**src/rtl/uart16550_echo_master.sv**
```systemverilog
// -----------------------------------------------------------------------------
// uart16550_echo_master
//
// AXI4-Lite initiator that brings up a UART16550 slave and then runs a
// hardware echo loop: wait for receive data, read it, wait for the transmit
// holding register to empty, and write the same byte back.
//
// Ports:
//   s_axi_aclk / s_axi_areset   clock, asynchronous active-high reset
//   enable                      run request; sampled only between transactions
//   m_axi_aw* / m_axi_w* / m_axi_b*   write channels (one byte in wdata[7:0])
//   m_axi_ar* / m_axi_r*              read channels (rdata[7:0] used)
//   init_done                   sticky: the 16550 init writes have completed
//   rx_byte / rx_strobe         last byte read from RBR, one-cycle update pulse
//   echo_count                  bytes written back to THR (wraps)
//   bus_error                   sticky: a non-OKAY BRESP or RRESP was seen
// -----------------------------------------------------------------------------
module uart16550_echo_master #(
    parameter logic [12:0] REG_BASE = 13'h1000,
    parameter logic [15:0] DIVISOR  = 16'd54,
    parameter logic [7:0]  LCR_VAL  = 8'h03,
    parameter logic [7:0]  POLL_GAP = 8'd16
) (
    input  logic        s_axi_aclk,
    input  logic        s_axi_areset,
    input  logic        enable,
    output logic [12:0] m_axi_awaddr,
    output logic        m_axi_awvalid,
    input  logic        m_axi_awready,
    output logic [31:0] m_axi_wdata,
    output logic [3:0]  m_axi_wstrb,
    output logic        m_axi_wvalid,
    input  logic        m_axi_wready,
    input  logic [1:0]  m_axi_bresp,
    input  logic        m_axi_bvalid,
    output logic        m_axi_bready,
    output logic [12:0] m_axi_araddr,
    output logic        m_axi_arvalid,
    input  logic        m_axi_arready,
    input  logic [31:0] m_axi_rdata,
    input  logic [1:0]  m_axi_rresp,
    input  logic        m_axi_rvalid,
    output logic        m_axi_rready,
    output logic        init_done,
    output logic [7:0]  rx_byte,
    output logic        rx_strobe,
    output logic [15:0] echo_count,
    output logic        bus_error
);

    // Register offsets (registers are 32-bit aligned).
    localparam logic [12:0] OFF_RBR = 13'h000;   // RBR / THR / DLL
    localparam logic [12:0] OFF_IER = 13'h004;   // IER / DLM
    localparam logic [12:0] OFF_FCR = 13'h008;
    localparam logic [12:0] OFF_LCR = 13'h00C;
    localparam logic [12:0] OFF_LSR = 13'h014;

    typedef enum logic [2:0] {
        ST_IDLE,
        ST_INIT,
        ST_POLL_RX,
        ST_RD_RBR,
        ST_POLL_TX,
        ST_WR_THR
    } state_t;

    typedef enum logic [2:0] {
        BUS_IDLE,
        BUS_WADDR,   // AW and W issued, waiting for both handshakes
        BUS_WRESP,   // bready high, waiting for bvalid
        BUS_RADDR,   // arvalid high, waiting for arready
        BUS_RDATA    // rready high, waiting for rvalid
    } bus_t;

    state_t      state_reg;
    bus_t        bus_reg;
    logic [2:0]  init_idx_reg;
    logic [7:0]  gap_reg;

    logic        bus_idle;
    logic        wr_fire;
    logic        rd_fire;
    logic [12:0] init_off;
    logic [7:0]  init_data;
    logic        unused_rdata_hi;

    assign m_axi_wstrb     = 4'b0001;
    assign unused_rdata_hi = ^m_axi_rdata[31:8];

    // bready / rready are high throughout their respective wait phases, so
    // the completing handshake is just the slave's valid in that phase.
    assign bus_idle = (bus_reg == BUS_IDLE);
    assign wr_fire  = (bus_reg == BUS_WRESP) && m_axi_bvalid;
    assign rd_fire  = (bus_reg == BUS_RDATA) && m_axi_rvalid;

    // Init write table: set DLAB, program the divisor, select the line
    // format (clearing DLAB), enable and flush FIFOs, mask interrupts.
    always_comb begin
        init_off  = OFF_LCR;
        init_data = 8'h80;
        case (init_idx_reg)
            3'd0: begin init_off = OFF_LCR; init_data = 8'h80;          end
            3'd1: begin init_off = OFF_RBR; init_data = DIVISOR[7:0];   end
            3'd2: begin init_off = OFF_IER; init_data = DIVISOR[15:8];  end
            3'd3: begin init_off = OFF_LCR; init_data = LCR_VAL;        end
            3'd4: begin init_off = OFF_FCR; init_data = 8'h07;          end
            3'd5: begin init_off = OFF_IER; init_data = 8'h00;          end
            default: ;
        endcase
    end

    always_ff @(posedge s_axi_aclk or posedge s_axi_areset) begin
        if (s_axi_areset) begin
            state_reg     <= ST_IDLE;
            bus_reg       <= BUS_IDLE;
            init_idx_reg  <= 3'd0;
            gap_reg       <= 8'd0;
            m_axi_awaddr  <= 13'd0;
            m_axi_awvalid <= 1'b0;
            m_axi_wdata   <= 32'd0;
            m_axi_wvalid  <= 1'b0;
            m_axi_bready  <= 1'b0;
            m_axi_araddr  <= 13'd0;
            m_axi_arvalid <= 1'b0;
            m_axi_rready  <= 1'b0;
            init_done     <= 1'b0;
            rx_byte       <= 8'd0;
            rx_strobe     <= 1'b0;
            echo_count    <= 16'd0;
            bus_error     <= 1'b0;
        end else begin
            rx_strobe <= 1'b0;

            // ---------------- bus channel engine ----------------
            case (bus_reg)
                BUS_WADDR: begin
                    if (m_axi_awready) m_axi_awvalid <= 1'b0;
                    if (m_axi_wready)  m_axi_wvalid  <= 1'b0;
                    // Each channel is done if it already handshook or does now.
                    if ((!m_axi_awvalid || m_axi_awready) &&
                        (!m_axi_wvalid  || m_axi_wready)) begin
                        m_axi_bready <= 1'b1;
                        bus_reg      <= BUS_WRESP;
                    end
                end
                BUS_WRESP: begin
                    if (m_axi_bvalid) begin
                        m_axi_bready <= 1'b0;
                        bus_reg      <= BUS_IDLE;
                        if (m_axi_bresp != 2'b00) bus_error <= 1'b1;
                    end
                end
                BUS_RADDR: begin
                    if (m_axi_arready) begin
                        m_axi_arvalid <= 1'b0;
                        m_axi_rready  <= 1'b1;
                        bus_reg       <= BUS_RDATA;
                    end
                end
                BUS_RDATA: begin
                    if (m_axi_rvalid) begin
                        m_axi_rready <= 1'b0;
                        bus_reg      <= BUS_IDLE;
                        if (m_axi_rresp != 2'b00) bus_error <= 1'b1;
                    end
                end
                default: ;
            endcase

            // ---------------- sequencer ----------------
            // New transactions are only launched while the bus engine is idle,
            // so the launch assignments never collide with the engine above.
            case (state_reg)
                ST_IDLE: begin
                    if (enable) begin
                        init_idx_reg <= 3'd0;
                        gap_reg      <= 8'd0;
                        state_reg    <= init_done ? ST_POLL_RX : ST_INIT;
                    end
                end

                ST_INIT: begin
                    if (bus_idle) begin
                        if (!enable) begin
                            state_reg <= ST_IDLE;
                        end else begin
                            m_axi_awaddr  <= REG_BASE + init_off;
                            m_axi_wdata   <= {24'd0, init_data};
                            m_axi_awvalid <= 1'b1;
                            m_axi_wvalid  <= 1'b1;
                            bus_reg       <= BUS_WADDR;
                        end
                    end
                    if (wr_fire) begin
                        if (init_idx_reg == 3'd5) begin
                            init_done <= 1'b1;
                            state_reg <= ST_POLL_RX;
                        end else begin
                            init_idx_reg <= init_idx_reg + 3'd1;
                        end
                    end
                end

                ST_POLL_RX: begin
                    if (gap_reg != 8'd0) begin
                        gap_reg <= gap_reg - 8'd1;
                    end else if (bus_idle) begin
                        // Only place, besides INIT, where a stop request is honoured:
                        // no byte is held here.
                        if (!enable) begin
                            state_reg <= ST_IDLE;
                        end else begin
                            m_axi_araddr  <= REG_BASE + OFF_LSR;
                            m_axi_arvalid <= 1'b1;
                            bus_reg       <= BUS_RADDR;
                        end
                    end
                    if (rd_fire) begin
                        if (m_axi_rdata[0]) state_reg <= ST_RD_RBR;
                        else                gap_reg   <= POLL_GAP;
                    end
                end

                ST_RD_RBR: begin
                    if (bus_idle) begin
                        m_axi_araddr  <= REG_BASE + OFF_RBR;
                        m_axi_arvalid <= 1'b1;
                        bus_reg       <= BUS_RADDR;
                    end
                    if (rd_fire) begin
                        rx_byte   <= m_axi_rdata[7:0];
                        rx_strobe <= 1'b1;
                        gap_reg   <= 8'd0;
                        state_reg <= ST_POLL_TX;
                    end
                end

                ST_POLL_TX: begin
                    if (gap_reg != 8'd0) begin
                        gap_reg <= gap_reg - 8'd1;
                    end else if (bus_idle) begin
                        m_axi_araddr  <= REG_BASE + OFF_LSR;
                        m_axi_arvalid <= 1'b1;
                        bus_reg       <= BUS_RADDR;
                    end
                    if (rd_fire) begin
                        if (m_axi_rdata[5]) state_reg <= ST_WR_THR;
                        else                gap_reg   <= POLL_GAP;
                    end
                end

                ST_WR_THR: begin
                    if (bus_idle) begin
                        m_axi_awaddr  <= REG_BASE + OFF_RBR;
                        m_axi_wdata   <= {24'd0, rx_byte};
                        m_axi_awvalid <= 1'b1;
                        m_axi_wvalid  <= 1'b1;
                        bus_reg       <= BUS_WADDR;
                    end
                    if (wr_fire) begin
                        echo_count <= echo_count + 16'd1;
                        state_reg  <= ST_POLL_RX;
                    end
                end

                default: state_reg <= ST_IDLE;
            endcase
        end
    end

endmodule

```
**config.mk**
```make
export PLATFORM = sky130hd
export DESIGN_NAME = uart16550_echo_master
export DESIGN_NICKNAME = d
export VERILOG_FILES = /design/src/rtl/uart16550_echo_master.sv
export SDC_FILE = /design/constraint.sdc
export NUM_CORES = 1
export LEC_CHECK = 0
export CAP_MARGIN = 20
export CORE_MARGIN = 2
export CORE_UTILIZATION = 35
export DETAILED_ROUTE_END_ITERATION = 8
export GPL_TIMING_DRIVEN = 1
export PLACE_DENSITY = 0.68
export SETUP_SLACK_MARGIN = 0.02
export SLEW_MARGIN = 40
export SYNTH_ARGS = -nofsm -noshare
export SYNTH_HDL_FRONTEND = slang
export SYNTH_SLANG_ARGS = --single-unit
```
**constraint.sdc**
```tcl
create_clock -name s_axi_aclk -period 2.31 [get_ports s_axi_aclk]
set_clock_uncertainty 0.2 [all_clocks]
set_input_delay 0.462 -clock s_axi_aclk [delete_from_list [all_inputs] [get_ports s_axi_aclk]]
set_output_delay 0.462 -clock s_axi_aclk [all_outputs]
set_load 0.02 [all_outputs]
```
== Yosys cells after proc, flatten, opt, wreduce, memory -nomap -nowiden ==
Index checks and enable logic that the tools add are counted.

* Reductions and logical operators: 31
* Mux-type cells: 89
* Equality and inequality tests: 36
* Add/sub/neg operators: 4

{| class="wikitable"
|+ Operators with widths
! cell !! count
|-
| 13-bit two-way mux || 8
|-
| 32-bit two-way mux || 3
|-
| 3-bit two-way mux || 27
|-
| 32-bit case mux with 2 select lines || 1
|-
| 8-bit case mux with 4 select lines || 2
|-
| 8-bit two-way mux || 7
|-
| 2-bit != test, second input constant || 20
|-
| 13-bit case mux with 3 select lines || 1
|-
| 1-bit two-way mux || 27
|-
| 13-bit case mux with 2 select lines || 1
|-
| 3-bit by 2-bit equality test with 1-bit output, second input constant || 6
|-
| 3-bit case mux with 6 select lines || 1
|-
| 16-bit by 1-bit adder with 16-bit output, second input constant || 1
|-
| 3-bit equality test, second input constant || 5
|-
| 3-bit case mux with 5 select lines || 1
|-
| 2-bit nonzero test || 7
|-
| 13-bit adder, first input constant || 1
|-
| 3-bit case mux with 4 select lines || 1
|-
| 4-bit case mux with 3 select lines || 1
|-
| 3-bit AND reduction || 4
|-
| 1-bit case mux with 2 select lines || 5
|-
| 5-bit AND reduction || 2
|-
| 3-bit by 1-bit equality test with 1-bit output, second input constant || 3
|-
| 4-bit AND reduction || 2
|-
| 16 further kinds || 23
|}

* Input port bits: 44
* Flip-flop bits (word level): 107
* Logic and storage cells: 177
* Output and inout bits: 94

== Depth between registers and ports, before layout ==
Gate-level depths: netlist of run 1.

* Depth after elaboration: 9
* Depth in mapped cells: 7
* Depth with buffers taken out: 7

== Least setup slack after synthesis of run 1 ==
Ideal clock, no wire load.

* Path kind: flip-flop to flip-flop
* Start point: register gap_reg[2]
* End point: register bus_reg[1]
* Path slack: 0.303 ns
* Buffers on the path: 0
* Period minus slack after synthesis: 2.007 ns
* Library setup time: 0.084 ns
* Arrival: 1.723 ns
* Cell stages (with the launch flop): 6
* Cells stage by stage: dfrtp_1 or4_4 nor4b_4 o21ai_2 a21o_1 a41oi_2

* Word-level cells in the longest chain between the ends: 3
* Elaborated cells on any way between the ends: 4
* Those cells by class: mux (3); reduce/logical (1)

{| class="wikitable"
|+ Ends and longest elaborated chain
! item !! RTL line !! source
|-
| start, declared || 78 || <nowiki>logic [7:0] gap_reg;</nowiki>
|-
| start signal, assigned || 206 || <nowiki>gap_reg <= gap_reg - 8'd1;</nowiki>
|-
| start signal, assigned || 240 || <nowiki>gap_reg <= gap_reg - 8'd1;</nowiki>
|-
| 8-bit nonzero test (*) || 205, 239 ||
|-
| 3-bit two-way mux, on equally long branches || 239, 205 ||
|-
| 3-bit case mux with 5 select lines (*) || 173 || <nowiki>case (state_reg)</nowiki>
|-
| end signal, assigned || 191 || <nowiki>bus_reg <= BUS_WADDR;</nowiki>
|-
| end signal, assigned || 215 || <nowiki>bus_reg <= BUS_RADDR;</nowiki>
|-
| end signal, assigned || 244 || <nowiki>bus_reg <= BUS_RADDR;</nowiki>
|-
| end, declared || 76 || <nowiki>bus_t bus_reg;</nowiki>
|}

Mark *: on every way between the ends. The rest lies on a longest branch, timed or not.
A chain may end at the register's enable or synchronous reset.

== Worst setup path in the final report of run 1 ==
Same ends and word-level chain as after synthesis.

==> impl_results.md, run 1 <==
- Crit. End Element: flip-flop
- Post-synth ARST share: 100.0%
- Remaining global-route overflow: 0
- Sw Pwr: 0.001876 W
- Share of post-route cells with drive strength above 1: 15.78%
- Vias: 2991
- Final Util: 45.90%
- Die area: 11210 um2
- CTS root buffer: clkbuf_8
- First-pass GRT wire length: 13.65 mm
- Clk slew on worst S/H paths: 0.07 ns
- Worst skew pair latency: 0.34 ns
- Mux share of post-synthesis cell area: 3.343%
- I/O pins: 138
- Post-Route Setup TNS: 0 ns
- Max VDD drop: 519.3 uV
- Number of flops mapped to enable cells by yosys: 0
- Worst Setup SP: gap_reg[2]$_DFFE_PP0P_
- Area Growth Syn to Fin: 28.74%
- Final nets: 536
- Startpoint Class: flip-flop
- # port buffers: 65
- H-tree depth: 3
- CP Buf/Inv Count: 1
- Largest family of logic cells by synthesized area: simple AND/OR/NAND/NOR gates
- CTS Hold Bufs: 0
- CP Cell Sequence: or4_4 -> nor4b_4 -> buf_4 -> o21ai_2 -> a21o_1 -> a41oi_2
- Simple-gate share of the synthesized area: 19.09%
- Initial antenna violation count: 0
- Post-synth top area share: 42.73%
- Synth top area cells: dfrtp_1 (43%), buf_4 (10%), nand2_1 (4.7%), o21ai_0 (3.6%), ha_1 (3.1%)
- Internal power: 0.002799 W
- Final Wtd Congestion: 0.7970
- Max FFs per register: 16
- Fin. max-slew vios: 0
- Hold Crit Class: in -> async
- Crit-path slowest cell: or4_4
- Worst EP arrival: 2.27 ns
- Die width: 105.9 um
- Cell Rows: 37
- Seq/Total Area, Yosys: 42.73%
- Routed wire length: 8.093 mm
- Largest net degree at the start of global routing: 25
- Sequential Power Share: 33.5%
- Synth cell count leaders: dfrtp_1 (62), buf_4 (49), nand2_1 (45)
- Core area: 10180 um2
- Comb power frac: 47.8%
- Die height: 105.9 um
- # diodes: 0
- Initial DRC Count: 103
- Critical R2R Capture: bus_reg[1]$_DFF_PP0_
- Reg-to-reg slack, setup: 0.1 ns
- Fillers: 1017
- Levels on crit path: 6
- Vias/cell: 4.793
- Placed cell areas: 4473 um2
- Lkg Pwr: 2.157 nW
- Crit-path max FO: 6
- Status: finished clean
- Cell family with most CP delay: simple AND/OR/NAND/NOR gates
- Crit path largest cell delay: 0.58 ns
- Final Hold Vio Count: 0
- TritonCTS clock tree: yes
- Switching Share: 40.12%
- DRT antenna net count: 0
- Synth unique cells: 63
- Final Instance Area: 4674 um2
- YS warnings: 0
- RSZ-0062 raised after global routing: false
- Cell depth of the worst flop-to-flop path: 6
- Post-synthesis compound-gate area fraction: 14.33%
- TritonCTS Sinks: 62
- Adder-cell area share of the yosys netlist: 3.101%
- Reg-to-reg critical path startpoint: gap_reg[2]$_DFFE_PP0P_
- Max Freq: 0.4525 GHz
- Number of max-cap violations: 0
- Mapped Area: 3631 um2
- Post-Syn Instances: 388
- Final period utilization: 95.68%
- Ys flop type: dfrtp_1
- Flops & latches, synth: 62
- CTS buffer count: 9
- All-Layer GR Usage: 14.89%
- Vias in the first global route: 2895
- Cell with the most instances after synthesis: dfrtp_1
- Biggest register: echo_count
- Initial core utilization: 35.65%
- DRT Pass-1 Iters: 5
- Largest area contributor in the synthesized netlist: dfrtp_1
- Syn Area/Cell: 9.358 um2
- Crit path time final: 2.210 ns
- WHS: 0.2430 ns
- Power Dens Cells: 1000 nW/um2
- Setup violations, final: 0
- Clock tree buffer depth: 2
- Post-DP HPWL: 6.122 mm
- Req. time, crit path: 2.37 ns
- Synth Area in XOR/XNOR: 3.859%
- Number of remaining DRC errors: 0
- CP endpoint: bus_reg[1]$_DFF_PP0_
- Drt wl/cell: 12.97 um
- Clk pwr share: 18.7%
- Crit path kind: reg -> reg
[what timing repair did]
item,CTS,global route
buffers inserted,0,2
setup endpoints to repair,0,7
endpoints found under the hold margin,0,0
gates resized for setup,0,1
[placed cells by master, fill, tap and decap left out, drive strengths merged, types with 3 or more instances in the layout]
cell type      synthesis  layout
clkdlybuf4s50          0      65
dfrtp                 62      62
conb                   2      48
nand2                 45      45
buf                   54      36
o21ai                 29      29
nor2                  22      22
a21oi                 16      16
nand3                 15      15
inv                   14      14
xnor2                 12      12
clkbuf                 9      11
mux2                   9       9
ha                     9       9
nor3                   9       9
a21o                   6       6
a31oi                  5       5
nand4                  5       5
or3                    5       5
and3                   4       4
nor2b                  4       4
xor2                   4       4
nand3b                 3       3
nand2b                 3       3
a22oi                  3       3
o31ai                  3       3
clkinv                 0       3
nor3b                  3       3
[through the flow]
step / power, W / cells / setup WS [ns]
floorplan: 0.003017 / 434 / 0.1066
global placement: 0.003705 / 606 / -0.1914
detailed placement: 0.003754 / 606 / -0.2160
CTS: 0.004654 / 622 / 0.06747
global route: 0.005031 / 624 / 0.02257
finish: 0.004675 / 624 / 0.09981
[layout make-up]
| class | count | area, um2 | area share [%] |
|---|---|---|---|
| Tap cell | 136 | 170.2 | 3.640 |
| Inverter | 14 | 52.55 | 1.124 |
| Clock buffer | 11 | 151.4 | 3.239 |
| Timing Repair Buffer | 101 | 945.9 | 20.24 |
| Multi-Input combinational cell | 295 | 1768 | 37.82 |
| Sequential cell | 62 | 1553 | 33.22 |
| Clock inverter | 5 | 33.78 | 0.7227 |
[layer usage]
metal  share of wire (%)  track usage, %
met1                  42           18.37
met2                  52           25.71
met3                 4.5           4.267
met4                0.88           3.477
met5                   0               0
[power groups by stage]
stage	logic (W)	clock network, W	registers [W]
global placement	0.00213	0	0.00157
CTS	0.00218	0.000905	0.00156
floorplan	0.00132	0	0.00169
detailed placement	0.00217	0	0.00158
global route	0.00248	0.000950	0.00160
finish	0.00224	0.000875	0.00156
[worst register-to-register path, cell delays in order, from the launching register on]
cell	delay [ns]
dfrtp_2	0.44
or4_4	0.58
nor4b_4	0.35
buf_4	0.18
o21ai_2	0.05
a21o_1	0.20
a41oi_2	0.15
[how the worst min path moves through the flow]
stage	start	endpoint	slack, ns	cells after the start
after CTS	s_axi_areset	echo_count[11]$_DFFE_PP0P_	0.25	2
after detailed placement	m_axi_awaddr[12]$_DFFE_PP0P_	m_axi_awaddr[12]$_DFFE_PP0P_	0.26	1
after floorplan	gap_reg[5]$_DFFE_PP0P_	gap_reg[5]$_DFFE_PP0P_	0.29	2
after global routing	s_axi_areset	echo_count[10]$_DFFE_PP0P_	0.29	2
after global placement	m_axi_awaddr[12]$_DFFE_PP0P_	m_axi_awaddr[12]$_DFFE_PP0P_	0.25	1
final	s_axi_areset	echo_count[11]$_DFFE_PP0P_	0.24	2
[logic make-up after synthesis]
family | count (synthesis)
other cells | 2
mux | 11
simple gates | 130
xor+xnor | 16
flops | 62
buf+inv | 77
compound gates | 81
fa+ha+maj | 9
No activity file was read; power rests on OpenSTA's default activity.
==> run 2, diff against run 1 <==
- PLACE_DENSITY: 0.68 -> not set
- PLACE_DENSITY_LB_ADDON: not set -> 0.25
==> run 2 against run 1 <==
Fmax up 0.35%; critical path type is now in -> reg; critical endpoint is now gap_reg[0]$_DFFE_PP0P_; total power up 3.8%; register-to-register slack better by 0.08 ns; largest power group unchanged; critical path depth unchanged; clock power up 22%; cell count down 0.32%; global-route usage up 0.050 points.
==> impl_results.md, run 2 (synthesis results as in run 1) <==
- Status: finished clean
- DRT Pass-1 Iters: 4 (-1)
- Clk pwr share: 22.0% (+3.3 points)
- Initial core utilization: 35.65% (unchanged)
- Final Wtd Congestion: 0.8460 (+6.1%)
- Hold depth: 1
- Setup violations, final: 0 (unchanged)
- Drt wl/cell: 12.86 um (-0.81%)
- Remaining global-route overflow: 0 (unchanged)
- Post-DP HPWL: 5.973 mm (-2.4%)
- Cell depth of the worst flop-to-flop path: 6 (unchanged)
- Final Hold Vio Count: 0 (unchanged)
- Crit. End Element: flip-flop
- Crit path kind: in -> reg
- CTS root buffer: clkbuf_8
- Crit path time final: 2.203 ns (-0.007613 ns)
- Biggest register: echo_count
- Largest net degree at the start of global routing: 63 (+150%)
- Die height: 105.9 um (unchanged)
- Initial DRC Count: 133 (+29%)
- Most common library cell in the layout ignoring fill and taps: clkdlybuf4s50_1
- Max FFs per register: 16 (unchanged)
- Placed cell areas: 4468 um2 (-0.11%)
- Crit-path max FO: 6 (unchanged)
- Number of remaining DRC errors: 0 (unchanged)
- Hold Crit Class: reg -> reg
- Cell Rows: 37 (unchanged)
- WHS: 0.2726 ns (+0.02959 ns)
- # diodes: 0 (unchanged)
- Fillers: 1030 (+1.3%)
- CTS buffer count: 9 (unchanged)
- Die area: 11210 um2 (unchanged)
- Power consumption: 0.004853 W (+3.8%)
- Worst skew pair latency: 0.33 ns (about the same)
- Sequential Power Share: 32.6% (-0.9 points)
- Vias in the first global route: 2816 (-2.7%)
- # port buffers: 65 (unchanged)
- Fin. max-slew vios: 0 (unchanged)
- I/O pins: 138 (unchanged)
- Power Dens Cells: 1035 nW/um2 (+3.5%)
- Clk slew on worst S/H paths: 0.07 ns (about the same)
- Post-CTS Setup Bufs: 0 (unchanged)
- Non-Filler Instances: 622 (-0.32%)
- Final period utilization: 95.35% (-0.33 points)
- Initial antenna violation count: 0 (unchanged)
- Req. time, crit path: 2.32 ns (-0.05 ns)
- Die width: 105.9 um (unchanged)
- All-Layer GR Usage: 14.94% (+0.050 points)
- DP Cell Count: 607 (+0.17%)
- Comb power frac: 45.4% (-2.4 points)
- DRT antenna net count: 0 (unchanged)
- RSZ-0062 raised after global routing: false
- Core area: 10180 um2 (unchanged)
- Sw Pwr: 0.001888 W (+0.67%)
- Commonest non-fill, non-tap cells in the layout: clkdlybuf4s50_1 (65), dfrtp_1 (62), conb_1 (48)
- Vias/cell: 4.735 (-1.2%)
- Max Freq: 0.4540 GHz (+0.35%)
- First-pass GRT wire length: 13.44 mm (-1.5%)
- Routed wire length: 8.002 mm (-1.1%)
- H-tree depth: 3 (unchanged)
- TritonCTS clock tree: yes
- Number of max-cap violations: 0 (unchanged)
- Final Instance Area: 4690 um2 (+0.32%)
- TritonCTS Sinks: 62 (unchanged)
- Area Growth Syn to Fin: 29.15%
- Lkg Pwr: 2.161 nW (+0.19%)
- CTS Hold Bufs: 0 (unchanged)
- Startpoint Class: primary input
- Final nets: 535 (-0.19%)
- Max VDD drop: 489.4 uV (-5.8%)
- Worst EP arrival: 2.21 ns (-0.06 ns)
- Post_cts resized: 0 (unchanged)
- Clock tree buffer depth: 2 (unchanged)
- Switching Share: 38.91% (-1.2 points)
- Share of post-route cells with drive strength above 1: 15.23% (-0.55 points)
- Internal power: 0.002965 W (+5.9%)
- Vias: 2945 (-1.5%)
## run 2: final cells by class
cell class              instances  area, um2  share of cell area [%]
well taps                     136      170.2                   3.629
multi-input cells             295       1768                   37.70
flip-flops and latches         62       1551                   33.08
clock inverters                 5      83.83                   1.788
inverters                      14      52.55                   1.121
repair buffers                100      925.9                   19.74
clock buffers                  10      137.6                   2.935
## run 2: final timing paths
| kind | from | end | slack [ns] |
|---|---|---|---|
| worst min-delay path | m_axi_awaddr[12]$_DFFE_PP0P_ | m_axi_awaddr[12]$_DFFE_PP0P_ | 0.27 |
| worst min register to register | m_axi_awaddr[12]$_DFFE_PP0P_ | m_axi_awaddr[12]$_DFFE_PP0P_ | 0.27 |
| max in group asynchronous | s_axi_areset | state_reg[1]$_DFFE_PP0P_ | 1.31 |
| worst max-delay path | m_axi_rvalid | gap_reg[0]$_DFFE_PP0P_ | 0.11 |
| min in group asynchronous | s_axi_areset | echo_count[15]$_DFFE_PP0P_ | 0.30 |
| worst max register to register | state_reg[1]$_DFFE_PP0P_ | rx_byte[0]$_DFFE_PP0P_ | 0.18 |
## run 2: power groups by stage
stage | combinational [W] | sequential [W] | clock (W)
3_5_place_dp | 0.00220 | 0.00160 | 0
6_report | 0.00220 | 0.00158 | 0.00107
2_1_floorplan | 0.00132 | 0.00169 | 0
4_1_cts | 0.00221 | 0.00159 | 0.00109
5_1_grt | 0.00241 | 0.00163 | 0.00114
3_3_place_gp | 0.00218 | 0.00160 | 0
## run 2: through the flow
stage | setup TNS, ns | worst slack [ns] | util, %
5_1_grt | 0 | 0.02917 | 46.04
3_3_place_gp | -4.661 | -0.2163 | 43.87
4_1_cts | 0 | 0.1237 | 46.04
2_1_floorplan | 0 | 0.1066 | -
3_5_place_dp | -4.613 | -0.2269 | 43.87
6_report | 0 | 0.1074 | 46.04
## run 2: worst max-delay path, stage by stage
cell and delay [ns]:
clkdlybuf4s50_1 0.50, nand4bb_1 0.29, o21ai_0 0.42, nand2_1 0.19
a21oi_1 0.23, mux2i_1 0.10
## run 2: per-layer routing
layer | GRT usage (%) | up-vias | routed length (um)
li1 | - | 1441 | -
met4 | 3.947 | 0 | 48
met2 | 24.29 | 74 | 3875
met1 | 19.99 | 1425 | 3753
met3 | 3.525 | 5 | 325
met5 | 0 | - | 0
==> run 3, diff against run 2 <==
- DONT_BUFFER_PORTS: not set -> 1
==> run 3 against run 2 <==
Die area stayed put; combinational power decreased by 28%; wire length decreased by 1.6%; clock power decreased by 5%; via count is 8.6% lower; critical path type is now reg -> reg.
==> impl_results.md, run 3 (synthesis results as in run 1) <==
- Die width: 105.9 um (unchanged)
- Crit. End Element: flip-flop
- H-tree depth: 3 (unchanged)
- Post-DP HPWL: 5.748 mm (-3.8%)
- Vias/cell: 4.912 (+3.8%)
- Fin. max-slew vios: 0 (unchanged)
- DRT antenna net count: 0 (unchanged)
- Number of max-cap violations: 0 (unchanged)
- Crit-path max FO: 13 (+7)
- Core area: 10180 um2 (unchanged)
- Initial antenna violation count: 0 (unchanged)
- Clk slew on worst S/H paths: 0.08 ns (about the same)
- Biggest register: echo_count
- Final Hold Vio Count: 0 (unchanged)
- # port buffers: 0 (-100%)
- Worst skew pair latency: 0.35 ns (+0.02 ns)
- Worst EP arrival: 2.25 ns (+0.04 ns)
- Final period utilization: 93.59% (-1.8 points)
- Placed cell areas: 3735 um2 (-16%)
- Clk pwr share: 23.2% (+1.2 points)
- Crit path kind: reg -> reg
- Crit path time final: 2.162 ns (-0.04061 ns)
- Req. time, crit path: 2.40 ns (+0.08 ns)
- Post-Route Setup TNS: 0 ns (unchanged)
- Max FFs per register: 16 (unchanged)
- Power Dens Cells: 1113 nW/um2 (+7.6%)
- Die height: 105.9 um (unchanged)
- DRT Pass-1 Iters: 4 (unchanged)
- Switching Share: 42.91% (+4.0 points)
- Area of the multi-input gates: 1768 um2 (unchanged)
- Vias: 2692 (-8.6%)
- Final setup margin: 0.1480 ns (+0.04061 ns)
- Area Growth Syn to Fin: 8.753%
- Commonest non-fill, non-tap cells in the layout: dfrtp_1 (62), conb_1 (48), nand2_1 (45)
- Max Freq: 0.4625 GHz (+1.9%)
- Vias in the first global route: 2621 (-6.9%)
- Clock tree buffer depth: 2 (unchanged)
- I/O pins: 138 (unchanged)
- TritonCTS Sinks: 62 (unchanged)
- Share of post-route cells with drive strength above 1: 15.53% (+0.31 points)
- # diodes: 0 (unchanged)
- Sw Pwr: 0.001886 W (-0.13%)
- Routed wire length: 7.872 mm (-1.6%)
- Remaining global-route overflow: 0 (unchanged)
- Initial DRC Count: 96 (-28%)
- CTS root buffer: clkbuf_8
- First-pass GRT wire length: 13.13 mm (-2.3%)
- Reg-to-reg slack, setup: 0.15 ns (-0.03 ns)
- TritonCTS clock tree: yes
- Internal power: 0.002510 W (-15%)
- Hold Crit Class: in -> reg
- Final nets: 460 (-14%)
- Reg area: 1551 um2 (unchanged)
- Most common library cell in the layout ignoring fill and taps: dfrtp_1
- Number of remaining DRC errors: 0 (unchanged)
- Max VDD drop: 456.5 uV (-6.7%)
- Post-CTS Setup Bufs: 0 (unchanged)
- Final Wtd Congestion: 0.8167 (-3.5%)
- Largest net degree at the start of global routing: 54 (-14%)
- RSZ-0062 raised after global routing: false
- Status: finished clean
- Setup slack at placement: 0.1414 ns (+0.3683 ns)
- All-Layer GR Usage: 14.91% (-0.028 points)
- CTS buffer count: 9 (unchanged)
- Sequential Power Share: 40.9% (+8.3 points)
- Die area: 11210 um2 (unchanged)
- Startpoint Class: flip-flop
- Lkg Pwr: 1.865 nW (-14%)
- Comb power frac: 35.9% (-9.5 points)
- Cell Rows: 37 (unchanged)
- Final Instance Area: 3949 um2 (-16%)
- Drt wl/cell: 14.36 um (+12%)
- Fillers: 1065 (+3.4%)
- Initial core utilization: 35.65% (unchanged)
- Setup violations, final: 0 (unchanged)
==> run 3: metrics by stage <==
step                power [W]  cells  utilization, %  hold slack, ns
global placement     0.003376    531           36.67         0.08321
floorplan            0.003017    434               -          0.2875
finish               0.004395    548           38.77         0.05900
global route         0.004738    548           38.77         0.04441
CTS                  0.004450    548           38.77         0.04358
detailed placement   0.003409    531           36.67         0.08568
==> run 3: power by group through the flow <==
stage / clock network [W] / logic (W) / registers [W]
floorplan: 0 / 0.00132 / 0.00169
global placement: 0 / 0.00156 / 0.00182
detailed placement: 0 / 0.00159 / 0.00182
CTS: 0.00105 / 0.00159 / 0.00180
global route: 0.00110 / 0.00180 / 0.00184
finish: 0.00102 / 0.00158 / 0.00180
==> run 3: critical path, cell delays in order, from the launching register on <==
cell,delay (ns)
dfrtp_1,0.63
nor3b_4,0.27
o21ai_1,0.13
a21o_2,0.28
or4_1,0.48
nand3_1,0.10
==> run 3: area by class of cell <==
class	count	share of cell area (%)
clock buffer	9	3.137
clock inverter	7	2.028
inverter	14	1.331
multi-input combinational	295	44.77
sequential	62	39.29
tap	136	4.309
timing repair buffer	25	5.133
==> run 3: path summary, 6_finish.rpt <==
check	depth (start not counted)	to	start
min	1	rx_byte[1]$_DFFE_PP0P_	m_axi_rdata[1]
max	5	gap_reg[5]$_DFFE_PP0P_	state_reg[2]$_DFFE_PP0P_
min reg2reg	2	gap_reg[5]$_DFFE_PP0P_	gap_reg[5]$_DFFE_PP0P_
max in group asynchronous	3	gap_reg[4]$_DFFE_PP0P_	s_axi_areset
min in group asynchronous	2	echo_count[12]$_DFFE_PP0P_	s_axi_areset
max reg2reg	5	gap_reg[5]$_DFFE_PP0P_	state_reg[2]$_DFFE_PP0P_
==> run 3: what timing repair did <==
| action | in CTS | in global routing |
|---|---|---|
| setup endpoints to repair | 0 | 3 |
| endpoints found under the hold margin | 9 | 0 |
| resized for setup | 0 | 1 |
| hold buffers | 1 | 0 |
==> run 3: routing by layer <==
layer,share of wire [%],up-vias,global-route usage [%]
met4,2.0,0,6.203
met1,43,1299,18.12
met5,0,-,0
met2,49,82,24.93
met3,5.7,12,4.020
li1,-,1299,-
